===== src/rtl/dl11_console.sv =====
// ----------------------------------------------------------------------------
// dl11_console -- DL11-style console serial line in the iopage.
//
// Registers (word addresses, low 13 bits of the physical address):
//   17560 TKS  receiver status : bit7 done (ro), bit6 IE (rw)
//   17562 TKB  receiver buffer : bit15 error, bit14 overrun, bit13 framing,
//                                bits7:0 data (ro; any read clears done and errors)
//   17564 TPS  transmit status : bit7 ready (ro), bit6 IE (rw)
//   17566 TPB  transmit buffer : write-only, low byte starts an 8N1 frame
//
// Ports:
//   clk, reset (async, active-low)
//   io_addr/io_data_in/io_data_out/io_rd/io_wr/io_byte_op/io_decode : bus side
//   rs232_tx / rs232_rx                                             : line side
//   int_req/int_ipl/int_vector, interrupt_ack_ipl                   : interrupts
// ----------------------------------------------------------------------------
module dl11_console #(
    parameter int         CLKS_PER_BIT = 16,
    parameter logic [7:0] RX_VECTOR    = 8'o060,
    parameter logic [7:0] TX_VECTOR    = 8'o064,
    parameter logic [7:0] INT_IPL      = 8'o004
) (
    input  logic        clk,
    input  logic        reset,
    input  logic [12:0] io_addr,
    input  logic [15:0] io_data_in,
    output logic [15:0] io_data_out,
    input  logic        io_rd,
    input  logic        io_wr,
    input  logic        io_byte_op,
    output logic        io_decode,
    output logic        rs232_tx,
    input  logic        rs232_rx,
    output logic        int_req,
    output logic [7:0]  int_ipl,
    output logic [7:0]  int_vector,
    input  logic [7:0]  interrupt_ack_ipl
);

    localparam int              CNT_W     = $clog2(CLKS_PER_BIT + 1);
    localparam logic [CNT_W-1:0] BIT_LAST  = CNT_W'(CLKS_PER_BIT - 1);
    localparam logic [CNT_W-1:0] HALF_LAST = CNT_W'(CLKS_PER_BIT / 2 - 1);

    typedef enum logic [1:0] {TX_IDLE, TX_START, TX_DATA, TX_STOP} tx_state_e;
    typedef enum logic [2:0] {RX_ARM, RX_IDLE, RX_START, RX_DATA, RX_STOP} rx_state_e;

    // Transmit side
    tx_state_e        tx_state_q, tx_state_d;
    logic [CNT_W-1:0] tx_cnt_q, tx_cnt_d;
    logic [2:0]       tx_bit_q, tx_bit_d;
    logic [7:0]       tx_shift_q, tx_shift_d;
    logic             tx_line_q, tx_line_d;
    logic             tx_ready_q, tx_ready_d;
    logic             tx_ie_q, tx_ie_d;
    logic             tx_pend_q, tx_pend_d;

    // Receive side
    logic [1:0]       rx_sync_q;
    rx_state_e        rx_state_q, rx_state_d;
    logic [CNT_W-1:0] rx_cnt_q, rx_cnt_d;
    logic [2:0]       rx_bit_q, rx_bit_d;
    logic [7:0]       rx_shift_q, rx_shift_d;
    logic [7:0]       rx_buf_q, rx_buf_d;
    logic             rx_done_q, rx_done_d;
    logic             rx_ovr_q, rx_ovr_d;
    logic             rx_frm_q, rx_frm_d;
    logic             rx_ie_q, rx_ie_d;
    logic             rx_pend_q, rx_pend_d;

    logic [1:0]  reg_sel;
    logic        wr_low, tks_wr, tps_wr, tpb_wr, tkb_rd, rx_in, ack;
    logic [15:0] rd_data;
    logic        unused_bits;

    assign io_decode = (io_addr[12:3] == 10'o1756);
    assign reg_sel   = io_addr[2:1];
    // A high-byte-only write touches none of the writable bits.
    assign wr_low    = io_wr & io_decode & ~(io_byte_op & io_addr[0]);
    assign tks_wr    = wr_low & (reg_sel == 2'd0);
    assign tps_wr    = wr_low & (reg_sel == 2'd2);
    assign tpb_wr    = wr_low & (reg_sel == 2'd3);
    assign tkb_rd    = io_rd & io_decode & (reg_sel == 2'd1);
    assign rx_in     = rx_sync_q[1];
    assign ack       = (interrupt_ack_ipl == INT_IPL) & (rx_pend_q | tx_pend_q);
    assign unused_bits = ^io_data_in[15:8];

    always_comb begin
        tx_state_d = tx_state_q;
        tx_cnt_d   = tx_cnt_q;
        tx_bit_d   = tx_bit_q;
        tx_shift_d = tx_shift_q;
        tx_line_d  = tx_line_q;
        tx_ready_d = tx_ready_q;
        tx_ie_d    = tx_ie_q;
        tx_pend_d  = tx_pend_q;
        rx_state_d = rx_state_q;
        rx_cnt_d   = rx_cnt_q;
        rx_bit_d   = rx_bit_q;
        rx_shift_d = rx_shift_q;
        rx_buf_d   = rx_buf_q;
        rx_done_d  = rx_done_q;
        rx_ovr_d   = rx_ovr_q;
        rx_frm_d   = rx_frm_q;
        rx_ie_d    = rx_ie_q;
        rx_pend_d  = rx_pend_q;

        // Writes to TPB outside IDLE fall through and are ignored.
        case (tx_state_q)
            TX_IDLE: if (tpb_wr && tx_ready_q) begin
                tx_shift_d = io_data_in[7:0];
                tx_ready_d = 1'b0;
                tx_line_d  = 1'b0;
                tx_cnt_d   = BIT_LAST;
                tx_state_d = TX_START;
            end
            TX_START: if (tx_cnt_q == '0) begin
                tx_line_d  = tx_shift_q[0];
                tx_cnt_d   = BIT_LAST;
                tx_bit_d   = 3'd0;
                tx_state_d = TX_DATA;
            end else tx_cnt_d = tx_cnt_q - CNT_W'(1);
            TX_DATA: if (tx_cnt_q == '0) begin
                tx_cnt_d = BIT_LAST;
                if (tx_bit_q == 3'd7) begin
                    tx_line_d  = 1'b1;
                    tx_state_d = TX_STOP;
                end else begin
                    tx_bit_d   = tx_bit_q + 3'd1;
                    tx_shift_d = tx_shift_q >> 1;
                    tx_line_d  = tx_shift_q[1];
                end
            end else tx_cnt_d = tx_cnt_q - CNT_W'(1);
            TX_STOP: if (tx_cnt_q == '0) begin
                tx_ready_d = 1'b1;
                tx_state_d = TX_IDLE;
            end else tx_cnt_d = tx_cnt_q - CNT_W'(1);
            default: tx_state_d = TX_IDLE;
        endcase

        if (tkb_rd) begin
            rx_done_d = 1'b0;
            rx_ovr_d  = 1'b0;
            rx_frm_d  = 1'b0;
        end

        // ARM insists on an idle-high line before hunting for a start bit,
        // so a line stuck low yields a single framing-error frame.
        case (rx_state_q)
            RX_ARM:  if (rx_in) rx_state_d = RX_IDLE;
            RX_IDLE: if (!rx_in) begin
                rx_cnt_d   = HALF_LAST;
                rx_bit_d   = 3'd0;
                rx_state_d = RX_START;
            end
            RX_START: if (rx_cnt_q == '0) begin
                rx_cnt_d   = BIT_LAST;
                rx_state_d = rx_in ? RX_IDLE : RX_DATA;
            end else rx_cnt_d = rx_cnt_q - CNT_W'(1);
            RX_DATA: if (rx_cnt_q == '0) begin
                rx_shift_d = {rx_in, rx_shift_q[7:1]};
                rx_cnt_d   = BIT_LAST;
                rx_bit_d   = rx_bit_q + 3'd1;
                if (rx_bit_q == 3'd7) rx_state_d = RX_STOP;
            end else rx_cnt_d = rx_cnt_q - CNT_W'(1);
            RX_STOP: if (rx_cnt_q == '0) begin
                // Completion overrides a same-edge TKB read.
                rx_buf_d   = rx_shift_q;
                rx_frm_d   = ~rx_in;
                rx_ovr_d   = rx_done_q & ~tkb_rd;
                rx_done_d  = 1'b1;
                rx_state_d = RX_ARM;
            end else rx_cnt_d = rx_cnt_q - CNT_W'(1);
            default: rx_state_d = RX_ARM;
        endcase

        if (tks_wr) rx_ie_d = io_data_in[6];
        if (tps_wr) tx_ie_d = io_data_in[6];

        // Ack retires whichever request int_vector currently names.
        if (ack) begin
            if (rx_pend_q) rx_pend_d = 1'b0;
            else           tx_pend_d = 1'b0;
        end
        if (tkb_rd) rx_pend_d = 1'b0;
        if ((rx_ie_d & rx_done_d) & ~(rx_ie_q & rx_done_q))  rx_pend_d = 1'b1;
        if ((tx_ie_d & tx_ready_d) & ~(tx_ie_q & tx_ready_q)) tx_pend_d = 1'b1;
        if (!rx_ie_d) rx_pend_d = 1'b0;
        if (!tx_ie_d) tx_pend_d = 1'b0;
    end

    always_ff @(posedge clk or negedge reset) begin
        if (!reset) begin
            tx_state_q <= TX_IDLE;
            tx_cnt_q   <= '0;
            tx_bit_q   <= '0;
            tx_line_q  <= 1'b1;
            tx_ready_q <= 1'b1;
            tx_ie_q    <= 1'b0;
            tx_pend_q  <= 1'b0;
            rx_sync_q  <= 2'b11;
            rx_state_q <= RX_ARM;
            rx_cnt_q   <= '0;
            rx_bit_q   <= '0;
            rx_done_q  <= 1'b0;
            rx_ovr_q   <= 1'b0;
            rx_frm_q   <= 1'b0;
            rx_ie_q    <= 1'b0;
            rx_pend_q  <= 1'b0;
        end else begin
            tx_state_q <= tx_state_d;
            tx_cnt_q   <= tx_cnt_d;
            tx_bit_q   <= tx_bit_d;
            tx_line_q  <= tx_line_d;
            tx_ready_q <= tx_ready_d;
            tx_ie_q    <= tx_ie_d;
            tx_pend_q  <= tx_pend_d;
            rx_sync_q  <= {rx_sync_q[0], rs232_rx};
            rx_state_q <= rx_state_d;
            rx_cnt_q   <= rx_cnt_d;
            rx_bit_q   <= rx_bit_d;
            rx_done_q  <= rx_done_d;
            rx_ovr_q   <= rx_ovr_d;
            rx_frm_q   <= rx_frm_d;
            rx_ie_q    <= rx_ie_d;
            rx_pend_q  <= rx_pend_d;
        end
    end

    // Shift registers and the receive buffer carry data only.
    always_ff @(posedge clk) begin
        tx_shift_q <= tx_shift_d;
        rx_shift_q <= rx_shift_d;
        rx_buf_q   <= rx_buf_d;
    end

    always_comb begin
        rd_data = 16'd0;
        case (reg_sel)
            2'd0: rd_data = {8'd0, rx_done_q, rx_ie_q, 6'd0};
            2'd1: rd_data = {rx_ovr_q | rx_frm_q, rx_ovr_q, rx_frm_q, 5'd0, rx_buf_q};
            2'd2: rd_data = {8'd0, tx_ready_q, tx_ie_q, 6'd0};
            default: rd_data = 16'd0;
        endcase
    end

    assign io_data_out = (io_rd && io_decode) ? rd_data : 16'd0;
    assign rs232_tx    = tx_line_q;
    assign int_req     = rx_pend_q | tx_pend_q;
    assign int_ipl     = int_req ? INT_IPL : 8'd0;
    assign int_vector  = rx_pend_q ? RX_VECTOR : (tx_pend_q ? TX_VECTOR : 8'd0);

endmodule


===== config.mk =====
export PLATFORM = sky130hd
export DESIGN_NAME = dl11_console
export DESIGN_NICKNAME = d
export VERILOG_FILES = /design/src/rtl/dl11_console.sv
export SDC_FILE = /design/constraint.sdc
export NUM_CORES = 1
export LEC_CHECK = 0
export CAP_MARGIN = 20
export CORE_MARGIN = 2
export CORE_UTILIZATION = 51
export CTS_CLUSTER_DIAMETER = 150
export CTS_CLUSTER_SIZE = 10
export DETAILED_ROUTE_END_ITERATION = 6
export PLACE_DENSITY_LB_ADDON = 0.15
export SETUP_SLACK_MARGIN = 0.3
export SYNTH_ARGS = -nofsm -noshare
export SYNTH_HDL_FRONTEND = slang
export SYNTH_SLANG_ARGS = --single-unit

===== constraint.sdc =====
create_clock -name clk -period 6.2 [get_ports clk]
set_clock_uncertainty 0.15 [all_clocks]
set_input_delay 1.24 -clock clk [delete_from_list [all_inputs] [get_ports clk]]
set_output_delay 1.24 -clock clk [all_outputs]
set_load 0.03 [all_outputs]

; Word-level counts from Yosys, hierarchy flattened
; Cells that the tools add are included.
[word_totals]
register_bits = 56
elab_cells = 167
inputBits = 43
output_inout_bits = 35
[op_classes]
n_bitwise = 23
mux = 65
n_reduce_logical = 25
eq_ne = 31
n_addsub = 4
[ops]
columns = operator, count
row1 = $pmux 16 s3, 1
row2 = $mux 3, 12
row3 = $mux 5, 6
row4 = $pmux 5 s3, 2
row5 = $ne 2x2->1 const B, 14
row6 = $mux 1, 25
row7 = $mux 8, 3
row8 = $and 1x1->1, 16
row9 = $mux 16, 1
row10 = $pmux 8 s2, 1
row11 = $pmux 3 s5, 1
row12 = $mux 2, 6
row13 = $mux 6, 2
row14 = $pmux 3 s2, 2
row15 = $reduce_and 4->1, 3
row16 = $eq 10x10->1 const B, 1
row17 = $logic_not 5->1, 2
row18 = $sub 5x1->5 const B, 2
row19 = $eq 3x3->1 const B, 3
row20 = $eq 2x2->1 const B, 4
row21 = $eq 8x3->1 const B, 1
row22 = $pmux 2 s4, 1
row23 = $reduce_and 2->1, 4
row24 = $add 3x1->3 const B, 2
row25 = 19 further kinds, 33

; Longest topological paths before layout
[logic_depth]
word_depth = 11
mapped_depth = 7
ltp_nobuf = 7

; Worst setup path after synthesis
; Ideal clock, no wire load.
[synth_path]
path_kind = input port to output port
from = input io_addr[7]
to = output io_data_out[6]
t_required_ns = 4.810
path_stages = 5
setup_slack_ns = 2.213
arrival_time_ns = 2.597
path_cell_list = nand4b_1 -> or3_4 -> inv_1 -> nand2_1 -> nor2_1
[synth_via]
elab_chain_len = 3
[synth_rtl]
columns = item, line_no
row1 = start: declaration, 25  ; input logic [12:0] io_addr,
row2 = $eq 10x10->1, 75  ; assign io_decode = (io_addr[12:3] == 10'o1756);
row3 = named net io_decode, 31  ; output logic io_decode,
row4 = $logic_and 1x1->1, 246  ; assign io_data_out = (io_rd && io_decode) ? rd_data : 16'd0;
row5 = $mux 16, 246
row6 = end: declaration, 27  ; output logic [15:0] io_data_out,
; The timed path passes the listed nets, and every way through them passes these cells.

; Final worst setup path
[layout_path]
from = input io_addr[7]
to = output io_data_out[7]
[layout_via]
elab_chain_len = 3
[layout_rtl]
columns = item, line_no
row1 = $eq 10x10->1, 75
row2 = $logic_and 1x1->1, 246
row3 = $mux 16, 246
; No other way between the ends.

==> out/metrics.yaml <==
status: "complete, no violations"
p_leak_nw: 1.48
clk_pin_slew_ns: 0.09
synthTopCellsByArea: "edfxtp_1 25%, dfrtp_1 24%, buf_4 4.9%, ha_1 4.7%, mux2_2 4.2%"
fin_crit_sh_pct: 74.4
coreArea_um2: 5510
relSlewSlack_pct: 53.0
die_y_um: 79.7
dr.pass1.iters: 4
cts_hold_buf: 0
n_fill_cell: 455
path_max_fanout: 5
yosysTopAreaCell: "edfxtp_1"
synth_commonest_cells: "28 x dfrtp_1, 24 x edfxtp_1, 19 x buf_4, 19 x nand2_1, 15 x nor2_1"
reg2reg_slack_ns: 3.42
overflow: 0
fin_crit_ns: 4.61
slew_violations: 0
synth_cells: 258
vdd.ir_drop.worst_mv: 0.199
use_met2_pct: 29.6
cts_setup_buffers: 0
seqCellArea_um2: 1530
clockBufferDepth: 2
worstHoldPathType: "reg2reg"
ff2ff_path_depth: 6
place.gp.congestion: 0.786
ys_ff_latch: 56
cp-end-kind: "primary output"
grt_pass1_wl_um: 8840
ys.flop_type: "dfrtp_1"
insertedDiodeCount: 0
syn_area_um2: 2920
r2r-start: "tx_cnt_q[0]"
crit_type: "in2out"
grt_usage_pct: 18.2
grt_use_met3_pct: 4.41
max_cap_violations: 0
synth_cell_types: 52
worstMarginPinSlew_ns: 0.703
wirelength_um: 5250
yosys_warnings: 0
drive_gt1_share_pct: 11.6
crit_arrival_ns: 3.22
multi_input_area_um2: 1250
worst_ep_required_time_ns: 4.81
grt_antenna_before_repair: 0
final_hold_viol_count: 0
initial_core_util_pct: 53.0
r2r-end: "tx_shift_q[6]"
syn_area_per_cell_um2: 11.3
clk-insertion-delay-late_ns: 0.31
hpwl_um: 3840
htreeDepth: 2
clockRootBuffer: "clkbuf_8"
grtUsageMet1_pct: 23.3
cts_tree: "built"
grt_max_degree: 33
route.detailed.drc: 0
via_per_inst: 5.33
async_reset_ff_share_pct: 57.1
io_pins: 78
finalNetCount: 364
portBuffers: 52
fin_cells: 383
grt_pass1_vias: 1947
rsz0062_at_grt: "no"
cts_buffers: 5
fmax_ghz: 0.217
layout_setup_ws_ns: 1.59
cts_resized: 0
rows: 27
die_area_um2: 6340
synthToLayoutAreaGrowth_pct: 22.5
yosysMostFrequentCell: "dfrtp_1"
die_x_um: 79.7
final_antenna_net_count: 0
pwr_density_cell_nw_per_um2: 373
worstSetupStartpointType: "primary input"
synth_edf_count: 24
setup_viol: 0
fin_setup_tns_ns: 0
synth_top_area_share_pct: 24.7
ys_seq_area_share_pct: 52.3
place_ws_ns: 1.58
clock_sinks: 56
vias: 2043
drt_iter0_drc: 92
whs_ns: 0.213
finish.utilization_pct: 65.0
wl_per_cell_um: 13.7
crit_path_start: "io_addr[7]"
grt_busiest_layer: "met2"
crit_end: "io_data_out[7]"
placed_cells: 375
## final cells by class
type                       count  share of cell area, %
clock buffer                   6                   2.03
tap                           72                   2.52
timing repair buffer          54                   15.0
sequential                    56                   42.7
inverter                      11                   1.15
multi-input combinational    182                   35.0
clock inverter                 2                   1.68
## how the worst min path moves through the flow
| stage | start | endpoint | slack (ns) | cells past startpoint |
|---|---|---|---|---|
| finish | rx_sync_q[0] | rx_sync_q[1] | 0.21 | 0 |
| global route | rx_sync_q[0] | rx_sync_q[1] | 0.22 | 0 |
| CTS | rx_sync_q[0] | rx_sync_q[1] | 0.22 | 0 |
| detailed placement | rx_sync_q[0] | rx_sync_q[1] | 0.20 | 0 |
| global placement | rx_sync_q[0] | rx_sync_q[1] | 0.20 | 0 |
| floorplan | rx_sync_q[0] | rx_sync_q[1] | 0.20 | 0 |
## registers in the layout, summed over array words and instances, names as in the netlist
register / count
rx_state_q: 3
rx_buf_q: 8
tx_cnt_q: 5
rx_bit_q: 3
tx_bit_q: 3
tx_ie_q: 1
tx_state_q: 2
tx_shift_q: 8
rx_done_q: 1
rx_frm_q: 1
rx_ovr_q: 1
rx_shift_q: 8
tx_ready_q: 1
rs232_tx: 1
tx_pend_q: 1
rx_sync_q: 2
rx_ie_q: 1
rx_cnt_q: 5
rx_pend_q: 1
## cell usage in the layout, fill, tap and decap left out, types with 5 or more instances in the layout
master,n
clkbuf_8,5
clkdlybuf4s50_1,52
conb_1,17
o21ai_0,13
a21oi_1,13
nor2_1,15
and2_1,8
edfxtp_1,24
a22o_1,8
mux2_2,11
dfrtp_1,28
inv_1,11
nand2_1,19
nor3_1,5
ha_1,11
## logic make-up (layout without fill, tap and decap cells)
kind of cell,after synthesis,after routing,synth area share [%]
adders and majority gates,11,11,4.71
DFF,56,56,52.3
other,1,17,0.128
buffers and inverters,36,73,7.12
AOI/OAI and AO/OA,58,58,14.1
muxes,17,17,6.39
and+or+nand+nor,79,79,15.3
## worst max-delay path, stage by stage
cell	delay [ns]
clkdlybuf4s50_1	0.39
nand4b_1	0.21
or3_4	0.45
inv_1	0.08
nand2_1	0.06
nor2_1	0.10
clkdlybuf4s50_1	0.68
## routing by layer
layer	part of all wire, %	up-vias	wire length (µm)
met4	1.8	0	97
li1	-	1005	-
met2	46	59	2440
met3	6.5	8	343
met1	45	971	2380
met5	0	-	0
## per-stage QoR
stage	power (mW)	area (µm²)
2_1_floorplan	0.957	2980
3_5_place_dp	1.07	3440
5_1_grt	1.43	3580
4_1_cts	1.34	3580
6_report	1.34	3580
3_3_place_gp	1.05	3440
## where the power goes
group | switching [mW] | total, mW | internal [mW] | leakage (nW)
Combinational | 0.254 | 0.486 | 0.232 | 0.811
Sequential | 0.0752 | 0.576 | 0.501 | 0.601
Clock | 0.112 | 0.273 | 0.161 | 0.0654
Note: power is estimated with default switching activity, not from simulation.
